===== src/rtl/dec_mult_pkg.sv =====
// Shared types and digit helpers for the decimal multiplier datapath.
package dec_mult_pkg;

    localparam int DIG_W = 4;

    typedef logic [DIG_W-1:0] digit_t;

    typedef enum logic [1:0] {
        ST_IDLE = 2'd0,
        ST_BUSY = 2'd1,
        ST_DONE = 2'd2
    } state_t;

    // (4221) weighted code to its value; every code is legal and maps to 0..9.
    function automatic logic [3:0] d4221_value(input digit_t code);
        return {1'b0, code[3], 2'b00} + {2'b00, code[2], 1'b0}
             + {2'b00, code[1], 1'b0} + {3'b000, code[0]};
    endfunction

    // A value 0..9 in binary is already its BCD digit.
    function automatic digit_t to_bcd(input logic [3:0] v);
        return digit_t'(v);
    endfunction

endpackage


===== src/rtl/dec_digit_add.sv =====
// One decimal digit position: recode two (4221) digits, add with carry, emit BCD.
module dec_digit_add
    import dec_mult_pkg::*;
(
    input  digit_t i_s,
    input  digit_t i_h,
    input  logic   i_c,
    output digit_t o_d,
    output logic   o_c
);

    logic [4:0] w_sum;

    // Binary sum is 0..19; above 9 wrap by ten and carry into the next digit.
    always_comb begin
        w_sum = {1'b0, d4221_value(i_s)} + {1'b0, d4221_value(i_h)} + {4'b0000, i_c};
        o_c   = (w_sum > 5'd9);
        o_d   = o_c ? to_bcd(4'(w_sum - 5'd10)) : to_bcd(w_sum[3:0]);
    end

endmodule


===== src/rtl/dec_final_adder_seq.sv =====
// Chunk-serial final adder: redundant (4221) S + H + cin -> BCD product and decimal carry.
module dec_final_adder_seq
    import dec_mult_pkg::*;
#(
    parameter int NDIG  = 8,
    parameter int CHUNK = 2
) (
    input  logic                  clk,
    input  logic                  rst_n,
    input  logic                  in_valid,
    output logic                  in_ready,
    input  logic [DIG_W*NDIG-1:0] s_4221,
    input  logic [DIG_W*NDIG-1:0] h_4221,
    input  logic                  cin,
    output logic                  out_valid,
    input  logic                  out_ready,
    output logic [DIG_W*NDIG-1:0] p_bcd,
    output logic                  cout
);

    localparam int NCH = NDIG / CHUNK;
    localparam int KW  = (NCH > 1) ? $clog2(NCH) : 1;
    localparam int CW  = DIG_W * CHUNK;
    localparam logic [KW-1:0] K_LAST = KW'(NCH - 1);

    state_t                  r_state;
    state_t                  w_state_nxt;
    logic [DIG_W*NDIG-1:0]   r_s;
    logic [DIG_W*NDIG-1:0]   r_h;
    logic [DIG_W*NDIG-1:0]   r_p;
    logic                    r_c;
    logic                    r_cout;
    logic [KW-1:0]           r_k;
    logic                    w_accept;
    logic                    w_last;
    logic [CW-1:0]           w_s_chunk;
    logic [CW-1:0]           w_h_chunk;
    logic [CW-1:0]           w_sum_chunk;
    logic [CHUNK:0]          w_c;

    assign w_s_chunk = r_s[int'(r_k)*CW +: CW];
    assign w_h_chunk = r_h[int'(r_k)*CW +: CW];
    assign w_c[0]    = r_c;
    assign w_last    = (r_k == K_LAST);
    assign w_accept  = in_valid & in_ready;
    assign p_bcd     = r_p;
    assign cout      = r_cout;

    // Carry ripples through the CHUNK digit adders within one clock.
    for (genvar i = 0; i < CHUNK; i++) begin : g_dig
        dec_digit_add u_add (
            .i_s (w_s_chunk[i*DIG_W +: DIG_W]),
            .i_h (w_h_chunk[i*DIG_W +: DIG_W]),
            .i_c (w_c[i]),
            .o_d (w_sum_chunk[i*DIG_W +: DIG_W]),
            .o_c (w_c[i+1])
        );
    end

    // State register.
    always_ff @(posedge clk or negedge rst_n) begin
        if (!rst_n) r_state <= ST_IDLE;
        else        r_state <= w_state_nxt;
    end

    // Next state and handshake outputs; DONE passes out_ready through so a new pair can enter as the result leaves.
    always_comb begin
        w_state_nxt = r_state;
        in_ready    = 1'b0;
        out_valid   = 1'b0;
        case (r_state)
            ST_IDLE: begin
                in_ready = 1'b1;
                if (in_valid) w_state_nxt = ST_BUSY;
            end
            ST_BUSY: begin
                if (w_last) w_state_nxt = ST_DONE;
            end
            ST_DONE: begin
                out_valid = 1'b1;
                in_ready  = out_ready;
                if (out_ready) w_state_nxt = in_valid ? ST_BUSY : ST_IDLE;
            end
            default: w_state_nxt = ST_IDLE;
        endcase
    end

    // Operand capture on accept, then one chunk of digits per BUSY cycle; result holds untouched in DONE.
    always_ff @(posedge clk or negedge rst_n) begin
        if (!rst_n) begin
            r_s    <= '0;
            r_h    <= '0;
            r_p    <= '0;
            r_c    <= 1'b0;
            r_cout <= 1'b0;
            r_k    <= '0;
        end else if (w_accept) begin
            r_s <= s_4221;
            r_h <= h_4221;
            r_c <= cin;
            r_k <= '0;
        end else if (r_state == ST_BUSY) begin
            r_p[int'(r_k)*CW +: CW] <= w_sum_chunk;
            r_c <= w_c[CHUNK];
            r_k <= w_last ? '0 : r_k + 1'b1;
            if (w_last) r_cout <= w_c[CHUNK];
        end
    end

endmodule


===== config.mk =====
export PLATFORM = sky130hd
export DESIGN_NAME = dec_final_adder_seq
export DESIGN_NICKNAME = d
export VERILOG_FILES = /design/src/rtl/dec_mult_pkg.sv /design/src/rtl/dec_digit_add.sv /design/src/rtl/dec_final_adder_seq.sv
export SDC_FILE = /design/constraint.sdc
export NUM_CORES = 1
export LEC_CHECK = 0
export CAP_MARGIN = 30
export CORE_UTILIZATION = 40
export DETAILED_ROUTE_END_ITERATION = 6
export PLACE_DENSITY = 0.75
export SKIP_LAST_GASP = 1
export SYNTH_ARGS = -nofsm -noshare
export SYNTH_HDL_FRONTEND = slang
export SYNTH_SLANG_ARGS = --single-unit

===== constraint.sdc =====
create_clock -name clk -period 10.5 [get_ports clk]
set_clock_uncertainty 0.15 [all_clocks]
set_input_delay 2.1 -clock clk [delete_from_list [all_inputs] [get_ports clk]]
set_output_delay 2.1 -clock clk [all_outputs]
set_load 0.1 [all_outputs]

* After elaboration in Yosys (flattened, before gate mapping) *
Cells that the tools add are included.

word-level totals
  word-level logic and storage cells = 61
  input port bits = 69
  output and inout port bits = 35
  register bits after elaboration = 102

operators by class
  shift operators = 4
  multiplexer cells = 15
  order comparisons = 2
  $add $sub $neg = 20
  bitwise logic cells = 2
  reduce and logical (&&, ||, !) cells = 5
  equality and inequality tests = 6

operators by type and width
  kind                       number
  $shiftx A32 B6 Y8          2
  $neg A5 Y33                1
  $shift A8 B33 Y32 const A  1
  $shiftx A8 B33 Y32         1
  $bwmux W32                 1
  $add A3 B2 Y4              4
  $add A4 B1 Y4              4
  $add A4 B2 Y4              4
  $mux W2                    6
  $add A4 B4 Y5              2
  $add A5 B1 Y5              2
  $gt A5 B4 Y1 const B       2
  $mux W4                    2
  $sub A4 B4 Y4 const B      2
  $ne A2 B2 Y1 const B       3
  $pmux W2 S3                1
  $reduce_and A3 Y1          2
  $eq A2 B2 Y1 const B       2
  $mux W1                    4
  $add A2 B1 Y2 const B      1
  $eq A2 B1 Y1 const B       1
  $logic_not A2 Y1           1
  $pmux W1 S2                1
  $reduce_and A2 Y1          1
  other kinds (3)            3

* Logic depth before layout (Yosys ltp) *
Gate-level depths: netlist of the first run.

  depth in word-level cells = 12
  gate-level depth with buffers = 23
  mapped depth without buffers = 19

* By module *
From an unflattened synthesis of the first run, not the netlist that was laid out.

second synthesis, totals
  cells, all modules = 330
  area, all modules = 4907.2 um^2

modules (own cells, without submodules)
  module                           times used  seq. area each (um^2)  cells each  area each (um^2)
  dec_final_adder_seq              1           2552.4                 266         4325.4
  dec_digit_add at g_dig[0].u_add  1           0.0                    32          295.3
  dec_digit_add at g_dig[1].u_add  1           0.0                    32          286.5

* Worst setup path after synthesis of the first run *
OpenSTA, ideal clock, no wires.

  kind = register -> register
  from = register r_k[0]
  to = register r_p[6], in the netlist p_bcd[6]
  cell stages (with the launch flop) = 21
  arrival = 6.398 ns
  required time = 10.227 ns
  clock period less this slack = 6.671 ns
  setup slack = 3.829 ns
  setup time = 0.123 ns
  cell sequence = dfrtp_1 buf_6 buf_2 buf_2 mux4_2 fa_1 fa_1 xnor2_1 ha_1 nor2b_1 a211oi_1 mux2i_1 nand2_1 fa_1 inv_1 fa_1 buf_1 a32o_1 o311ai_1 nand3_1 a32o_1

between the ends
  word-level cells in the longest chain between the ends = 12
  elaborated cells between the ends (all ways) = 28

RTL lines
  element                                               line                                                  RTL
  from (decl)                                           dec_final_adder_seq.sv:33                             logic [KW-1:0] r_k;
  from (signal assigned)                                dec_final_adder_seq.sv:105                            r_k <= w_last ? '0 : r_k + 1'b1;
  $shiftx A32 B6 Y8, on equally long branches           dec_final_adder_seq.sv:41, dec_final_adder_seq.sv:42
  $add A3 B2 Y4                                         dec_mult_pkg.sv:16                                    return {1'b0, code[3], 2'b00} + {2'b00, code[2], 1'b0}
  $add A4 B2 Y4                                         dec_mult_pkg.sv:17                                    + {2'b00, code[1], 1'b0} + {3'b000, code[0]};
  $add A4 B1 Y4                                         dec_mult_pkg.sv:17
  $add A4 B4 Y5                                         dec_digit_add.sv:16                                   w_sum = {1'b0, d4221_value(i_s)} + {1'b0, d4221_value(i_h)} + {4'b0000, i_c};
  $add A5 B1 Y5                                         dec_digit_add.sv:16
  $gt A5 B4 Y1                                          dec_digit_add.sv:17                                   o_c = (w_sum > 5'd9);
  $add A5 B1 Y5                                         dec_digit_add.sv:16
  $sub A4 B4 Y4 / $gt A5 B4 Y1 (equally long branches)  dec_digit_add.sv:18, dec_digit_add.sv:17
  $mux W4                                               dec_digit_add.sv:18                                   o_d = o_c ? to_bcd(4'(w_sum - 5'd10)) : to_bcd(w_sum[3:0]);
  $shiftx A8 B33 Y32                                    dec_final_adder_seq.sv:103                            r_p[int'(r_k)*CW +: CW] <= w_sum_chunk;
  $bwmux W32 (*)                                        dec_final_adder_seq.sv:103
  to (signal, indexed assignment)                       dec_final_adder_seq.sv:103
  to (decl)                                             dec_final_adder_seq.sv:30                             logic [DIG_W*NDIG-1:0] r_p;

Mark *: on every way between the ends. The rest lies on a longest branch, timed or not.
A chain may end at the register's enable or synchronous reset.

* Worst setup path in the final report of the first run *
Ends and elaborated chain as after synthesis.

==> results.yml, run 1 <==
route:
  wl_per_cell_um: 17.72
  drtAntennaViolNets: 0
  routed_wl_um: 11860
  dr.pass1.iters: 6
  drc: 0
  drt_iter0_markers: 216
  post_drt_via_cell_ratio: 5.535
  vias: 3703
final_layout:
  num-nets-final: 585
  layout-drive-gt1-share: 0.2096
  diodes: 0
  final_cell_mix: "102 x dfrtp_1, 102 x clkdlybuf4s50_1, 64 x mux2_2"
  syn_to_final_growth_pct: 31.13
  fin_util: 0.5438
logic_synthesis:
  synth_top_area_cell: "dfrtp_1"
  ys_ff_latch: 102
  synthesis.area_sq_mm: 0.005044
  ys_warn_count: 0
  synth_cells: 393
  synth_ff_type: "dfrtp_1"
  synth.distinct_cells: 47
  synth_top_area_share: 0.5061
  yosys-top-cells-area: "dfrtp_1 51%, mux2_2 14%, mux4_2 6.7%, ha_1 3.5%, nand2_1 2.5%"
  yosysSeqAreaShare: 0.5061
  synth_edf_count: 0
  syn_nets: 482
  syn_avg_cell_area_sq_um: 12.83
  async_flop_share: 1.000
setup_path:
  cp_data_arrival_time_ns: 7.71
  worst-path-max-fanout: 19
  worstPathCellList: "buf_4, mux4_2, fa_1, fa_1, xnor2_1, ha_1, nor2b_1, a211oi_1, mux2i_1, nand2_1, fa_1, inv_1, fa_1, ha_1, a32o_1, o311ai_1, nand3_1, a32o_1"
  path_delay_family: "adder cells"
  start_kind: "flop"
  crit_path_end_kind: "flop"
  crit_buf_inv: 2
  cp_slowest_cell: "dfrtp_1"
  critical_path_required_ns: 10.59
  critPathMaxStageDelay_ns: 0.76
  worstSetupPathType: "reg -> reg"
  worst_path_most_repeated_cell: "fa_1"
global_route:
  grt_remaining_overflow: 0
  antenna_found_initial: 0
  grt_pass1_vias: 3713
  grt_busiest_layer: "met2"
  grt_util_met3: 0.05082
  met1_usage: 0.2724
  grt_pass1_wl_um: 19580
  gr-usage-all-layers: 0.1987
  grt_start_max_net_pins: 81
  grt_use_met2: 0.2986
clock_tree:
  cts_max_level: 3
  cts_buffers: 9
  cts_tree: "done"
  clock_latency_ns: 0.35
  clockRootBuffer: "clkbuf_16"
  ctsResizeCount: 0
  path_clk_slew_ns: 0.07
  hold_buffers: 0
  cts_setup_buffers: 0
  clock-sinks: 102
  clk_path_buf_depth: 2
sta:
  finalHoldViolCount: 0
  rsz0062_at_grt: "no"
  drv_slew: 0
  fin_tns_setup_ns: 0
  worstMarginPinSlew_ns: 0.9799
  fin_crit_sh: 0.7257
  slew_headroom: 0.3447
  setup_viol_count_final: 0
  max_freq_ghz: 0.1312
  period_needed_ns: 7.620
placement:
  portBuffers: 103
  gp_congestion: 0.8714
  dpl.hpwl_um: 8763
die:
  num_rows: 40
  core_area_sq_mm: 0.01216
  fp.dieH_um: 114.3
  die_area_sq_mm: 0.01306
  ios: 104
  start_util: 0.4147
  die_w_um: 114.3
flow_run:
  drv_cap: 0
hold_path:
  hp-class: "reg -> reg"
run_status:
  outcome: "finished clean"
-- path summary, 6_finish.rpt --
check	start	endpoint	slack, ns	cells past startpoint
setup / recovery	r_k[0]	p_bcd[6]	2.88	18
hold / removal	p_bcd[11]	p_bcd[11]	0.33	2
setup reg to reg	r_k[0]	p_bcd[6]	2.88	18
hold reg to reg	p_bcd[11]	p_bcd[11]	0.33	2
max in group asynchronous	rst_n	r_s[13]	7.73	3
min in group asynchronous	rst_n	r_h[23]	1.48	1
-- state kept, by name, indices dropped and copies added, names as in the netlist --
name	flops
r_h	32
r_state	2
cout	1
r_s	32
r_k	2
r_c	1
p_bcd	32
-- worst min-delay path, cell delays in order (launching register included) --
cell and delay (ns):
dfrtp_1 0.34, nand2_1 0.05, o21ai_0 0.06
-- kinds of logic after synthesis --
| family | Yosys count | synth area share |
|---|---|---|
| mux | 82 | 0.2158 |
| fa+ha+maj | 20 | 0.05855 |
| xor+xnor | 2 | 0.003474 |
| flops | 102 | 0.5061 |
| simple gates | 81 | 0.07988 |
| buf+inv | 32 | 0.02679 |
| compound gates | 74 | 0.1094 |
-- area by class of cell --
cell class	count	area, sq um
repair buffers	110	1125
well taps	168	210.2
fillers	1035	5548
multi-input cells	259	2357
inverters	14	52.55
flip-flops and latches	102	2552
clock buffers	10	239.0
clock inverters	6	77.57
-- through the flow --
step | hold slack (ns) | setup WS [ns] | area (sq um) | std cells
after global placement | 0.3166 | 3.371 | 6231 | 650
after CTS | 0.3382 | 2.968 | 6559 | 667
after global routing | 0.3672 | 2.360 | 6614 | 669
after detailed placement | 0.3241 | 2.965 | 6242 | 651
final | 0.3296 | 2.880 | 6614 | 669
after floorplan | 0.3252 | 3.829 | 5044 | 393
-- layer usage --
| metal | part of all wire | wire (um) | vias to the layer above |
|---|---|---|---|
| met1 | 0.45 | 5301 | 1830 |
| met4 | 0.025 | 297 | 0 |
| met2 | 0.45 | 5355 | 161 |
| li1 | - | - | 1684 |
| met3 | 0.076 | 903 | 28 |
| met5 | 0 | 0 | - |
-- Yosys cell counts (all sizes together) (5+ instances only) --
| master | number |
|---|---|
| a21oi | 8 |
| a22o | 9 |
| a32o | 5 |
| buf | 10 |
| clkbuf | 8 |
| dfrtp | 102 |
| fa | 6 |
| ha | 14 |
| inv | 14 |
| mux2 | 64 |
| mux4 | 15 |
| nand2 | 34 |
| nand3 | 7 |
| nor2 | 7 |
| nor3 | 6 |
| o211ai | 9 |
| o21ai | 14 |
| or3 | 5 |
Power of run 1 is left out: the tool's default activity adds up to more than one toggle a clock period on the data nets, which glitch-free logic cannot reach.
==> run 2: changes to the inputs <==
--- a/config.mk
+++ b/config.mk
@@ -8,7 +8,7 @@
 export CAP_MARGIN = 30
 export CORE_UTILIZATION = 40
 export DETAILED_ROUTE_END_ITERATION = 6
-export PLACE_DENSITY = 0.75
+export PLACE_DENSITY = 0.77
 export SKIP_LAST_GASP = 1
 export SYNTH_ARGS = -nofsm -noshare
 export SYNTH_HDL_FRONTEND = slang
==> constraint.sdc (replaced) <==
create_clock -name clk -period 6.5 [get_ports clk]
set_clock_uncertainty 0.15 [all_clocks]
set_input_delay 1.3 -clock clk [delete_from_list [all_inputs] [get_ports clk]]
set_output_delay 1.3 -clock clk [all_outputs]
set_load 0.1 [all_outputs]
==> run 2 against run 1 <==
Against the previous run: sequential share of layout area decreased by 0.45 points; maximum frequency increased by 24%; global-route usage increased by 0.65 points; hold slack improved by 0.0074 ns; setup slack got worse by 2.5 ns; cell area increased by 1.2%.
==> results.yml, run 2 (synthesis gave the netlist of run 1 again) <==
final_layout:
  fillerInstances: 1016
  num-nets-final: 590
  final_cell_mix: "102 x clkdlybuf4s50_1, 101 x dfrtp_1, 64 x mux2_2"
  syn_to_final_growth_pct: 32.75
  final_area_sq_mm: 0.006695
  diodes: 0
  layout_commonest_cell: "clkdlybuf4s50_1"
  layout-drive-gt1-share: 0.2292
sta:
  fin_tns_setup_ns: 0
  finalHoldViolCount: 0
  worstMarginPinSlew_ns: 1.058
  fin_crit_sh: 0.9420
  drv_slew: 0
  slew_headroom: 0.2923
  max_freq_ghz: 0.1633
  worst_slack_ns: 0.3771
  setup_viol_count_final: 0
  rsz0062_at_grt: "yes"
  period_needed_ns: 6.123
hold_path:
  hp-class: "reg -> reg"
  hp-start: "p_bcd[11]"
  hold_depth: 2
  whs_endpoint: "p_bcd[11]"
setup_path:
  crit_path_end_kind: "flop"
  start_kind: "flop"
  r2r_slack_ns: 0.38
  worstSetupPathType: "reg -> reg"
  cp_data_arrival_time_ns: 6.21
  path_delay_family: "adder cells"
  r2r_cells: 20
  r2r-start: "r_k[0]"
  r2r-end: "p_bcd[6]"
  critPathMaxStageDelay_ns: 0.57
  cp_slowest_cell: "fa_1"
  crit_buf_inv: 3
  critical_path_required_ns: 6.59
  worst-path-max-fanout: 12
  worst_path_most_repeated_cell: "fa_1"
  worstPathCellList: "buf_4, mux4_2, fa_1, fa_2, xnor2_4, ha_1, nor2b_2, a211oi_1, mux2i_1, nand2_1, fa_1, inv_1, fa_1, ha_1, nand2_1, a32o_1, o31a_1, o211ai_1, buf_4, a32o_1"
route:
  drc: 0
  dr.pass1.iters: 4
  drtAntennaViolNets: 0
  wl_per_cell_um: 18.09
  vias: 3675
  drt_iter0_markers: 275
  post_drt_via_cell_ratio: 5.453
  routed_wl_um: 12200
clock_tree:
  cts_tree: "done"
  clock_latency_ns: 0.35
  clockRootBuffer: "clkbuf_16"
  path_clk_slew_ns: 0.07
  clk_path_buf_depth: 2
  cts_buffers: 9
  cts_max_level: 3
  clock-sinks: 102
placement:
  portBuffers: 103
  place_area_sq_mm: 0.006316
  dpl.hpwl_um: 9105
  pre_cts_ws_ns: 0.03570
  gp_congestion: 0.9366
global_route:
  grt_start_max_net_pins: 50
  grt_pass1_vias: 3889
  grt_pass1_wl_um: 20230
  grt_remaining_overflow: 0
  antenna_found_initial: 0
  gr-usage-all-layers: 0.2052
die:
  num_rows: 40
  core_area_sq_mm: 0.01216
  die_w_um: 114.3
  ios: 104
  start_util: 0.4147
  fp.dieH_um: 114.3
  die_area_sq_mm: 0.01306
flow_run:
  drv_cap: 0
run_status:
  outcome: "finished clean"
-- run 2: final cells by class --
type	instances	area, sq um	share of cell area
Tap cell	168	210.2	0.03140
Multi-Input combinational cell	259	2411	0.3601
Timing Repair Buffer	115	1136	0.1697
Sequential cell	102	2554	0.3814
Inverter	14	52.55	0.007849
Clock buffer	11	242.7	0.03625
Clock inverter	5	88.84	0.01327
-- run 2: repair_timing --
action	in CTS	in global routing
gates resized for setup	0	7
endpoints found under the setup margin	0	14
setup buffers	0	1
hold buffers	0	0
-- run 2: metrics by stage --
step | hold WS [ns] | cells | util
finish | 0.3370 | 674 | 0.5505
global route | 0.3661 | 674 | 0.5505
CTS | 0.3412 | 673 | 0.5466
detailed placement | 0.3258 | 657 | 0.5193
global placement | 0.3176 | 655 | 0.5167
floorplan | 0.3252 | 393 | -
-- run 2: metal layers --
layer,GRT usage,part of all wire,vias up,routed length [um]
met1,0.2807,0.46,1820,5566
met2,0.3180,0.46,158,5584
met3,0.04076,0.065,19,793
met5,0,0,-,0
li1,-,-,1678,-
met4,0.09091,0.021,0,251
-- run 2: worst min-delay path, delay by kind of cell, from the launching register on --
family,cells,cell delay (ns)
AO/OA/AOI/OAI,1,0.06
AND/OR/NAND/NOR,1,0.05
flip-flops,1,0.35
-- run 2: worst max path at each step --
stage	start	to	slack, ns	cells past startpoint
after floorplan	r_k[0]	p_bcd[6]	0.04	20
after global placement	r_k[0]	p_bcd[6]	0.29	18
after detailed placement	r_k[0]	p_bcd[6]	0.04	18
after CTS	r_k[0]	p_bcd[6]	0.004	18
after global routing	r_k[0]	p_bcd[6]	-0.04	20
final	r_k[0]	p_bcd[6]	0.38	20
Power of run 2 is left out for the same reason.
==> run 3: changes to the inputs <==
--- a/config.mk
+++ b/config.mk
@@ -8,7 +8,7 @@
 export CAP_MARGIN = 30
 export CORE_UTILIZATION = 40
 export DETAILED_ROUTE_END_ITERATION = 6
-export PLACE_DENSITY = 0.77
+export PLACE_DENSITY = 0.75
 export SKIP_LAST_GASP = 1
 export SYNTH_ARGS = -nofsm -noshare
 export SYNTH_HDL_FRONTEND = slang
==> constraint.sdc (replaced) <==
create_clock -name clk -period 5.9 [get_ports clk]
set_clock_uncertainty 0.15 [all_clocks]
set_input_delay 1.18 -clock clk [delete_from_list [all_inputs] [get_ports clk]]
set_output_delay 1.18 -clock clk [all_outputs]
set_load 0.1 [all_outputs]
==> run 3 against run 2 <==
Against the previous run: cell area grew 0.95%; die area is the same; critical path type unchanged; non-clock buffer count grew 9; critical endpoint is now p_bcd[29].
==> results.yml, run 3 (synthesis gave the netlist of run 1 again) <==
placement:
  dpl.hpwl_um: 8778
  portBuffers: 103
  gp_congestion: 0.9835
final_layout:
  layout_commonest_cell: "clkdlybuf4s50_1"
  diodes: 0
  seq_area_sq_mm: 0.002554
  multiInputGateArea_sq_mm: 0.002432
  final_cell_mix: "102 x clkdlybuf4s50_1, 101 x dfrtp_1, 64 x mux2_2"
  layout-drive-gt1-share: 0.2563
  num-nets-final: 599
  syn_to_final_growth_pct: 34.01
  fillerInstances: 991
die:
  ios: 104
  fp.dieH_um: 114.3
  num_rows: 40
  core_area_sq_mm: 0.01216
  die_area_sq_mm: 0.01306
  start_util: 0.4147
  die_w_um: 114.3
global_route:
  gr-usage-all-layers: 0.1978
  grt_remaining_overflow: 0
  antenna_found_initial: 0
  grt_pass1_vias: 3849
  grt_start_max_net_pins: 54
  grt_pass1_wl_um: 19910
setup_path:
  r2r_cells: 20
  path_depth: 20
  crit_buf_inv: 3
  critical_path_required_ns: 5.97
  cp_slowest_cell: "fa_1"
  path_delay_family: "adder cells"
  crit_path_end_kind: "flop"
  r2r-start: "r_k[0]"
  worstSetupPathType: "reg -> reg"
  critPathMaxStageDelay_ns: 0.56
  worstPathCellList: "mux4_2, fa_1, fa_2, xnor2_4, ha_2, nor2b_4, a211oi_1, mux2i_1, nand2_2, fa_2, inv_1, fa_1, buf_4, ha_1, nand2_1, a32o_2, o31a_1, buf_4, o211ai_1, nand3_1"
  start_kind: "flop"
  crit_start: "r_k[0]"
  r2r_slack_ns: 0.20
  worst-path-max-fanout: 10
  cp_data_arrival_time_ns: 5.77
sta:
  period_needed_ns: 5.695
  setup_viol_count_final: 0
  slew_headroom: 0.3454
  drv_slew: 0
  max_freq_ghz: 0.1756
  worstMarginPinSlew_ns: 0.9788
  fin_crit_sh: 0.9653
  fin_hold_ws_ns: 0.3340
  finalHoldViolCount: 0
hold_path:
  hold_depth: 2
  hp-class: "reg -> reg"
  hp-start: "p_bcd[10]"
route:
  vias: 3788
  drc: 0
  routed_wl_um: 12080
  post_drt_via_cell_ratio: 5.546
  drt_iter0_markers: 212
  drtAntennaViolNets: 0
  dr.pass1.iters: 6
  wl_per_cell_um: 17.69
clock_tree:
  cts_tree: "done"
  hold_buffers: 0
  cts_buffers: 9
  clockRootBuffer: "clkbuf_16"
  clock_latency_ns: 0.35
  clk_path_buf_depth: 2
  cts_max_level: 3
  clock-sinks: 102
  path_clk_slew_ns: 0.08
run_status:
  outcome: "finished clean"
flow_run:
  drv_cap: 0
[run 3: layout make-up]
| class | count | share of cell area |
|---|---|---|
| flip-flops and latches | 102 | 0.3778 |
| multi-input cells | 259 | 0.3599 |
| repair buffers | 124 | 0.1757 |
| clock buffers | 9 | 0.03332 |
| well taps | 168 | 0.03110 |
| clock inverters | 7 | 0.01444 |
| inverters | 14 | 0.007775 |
[run 3: what timing repair did]
action | in CTS | in global routing
hold endpoints to repair | 0 | 0
buffers inserted | 0 | 10
resized for setup | 1 | 4
pin swaps | 0 | 6
setup endpoints to repair | 5 | 14
[run 3: routing by layer]
layer,track usage,vias to the layer above,share of wire
li1,-,1696,-
met1,0.2673,1908,0.44
met2,0.3172,166,0.47
met3,0.04711,18,0.070
met4,0.05974,0,0.019
met5,0,-,0
[run 3: final timing paths]
path | end
min reg2reg | p_bcd[10]
max reg2reg | p_bcd[29]
min in group asynchronous | r_s[15]
max | p_bcd[29]
max in group asynchronous | p_bcd[25]
min | p_bcd[10]
[run 3: worst reg2reg max path: cells and delay by family (launching register included)]
| family | cells | cell delay (ns) |
|---|---|---|
| AOI/OAI and AO/OA | 4 | 1.11 |
| xor gates and xnor gates | 1 | 0.17 |
| adders and majority gates | 6 | 2.15 |
| buffers and inverters | 3 | 0.39 |
| DFF | 1 | 0.46 |
| muxes | 2 | 0.71 |
| and+or+nand+nor | 4 | 0.44 |
[run 3: stage by stage]
step | util | TNS, ns | cells | worst slack, ns | instance area (sq um)
after CTS | 0.5483 | 0 | 673 | 0.01690 | 6668
after detailed placement | 0.5216 | -0.03073 | 657 | -0.01833 | 6344
after global placement | 0.5212 | 0 | 656 | 0.2365 | 6339
after global routing | 0.5558 | -0.5864 | 683 | -0.07653 | 6759
after floorplan | - | 0 | 393 | 0.008292 | 5131
final | 0.5558 | 0 | 683 | 0.2050 | 6759
Power of run 3 is left out for the same reason.
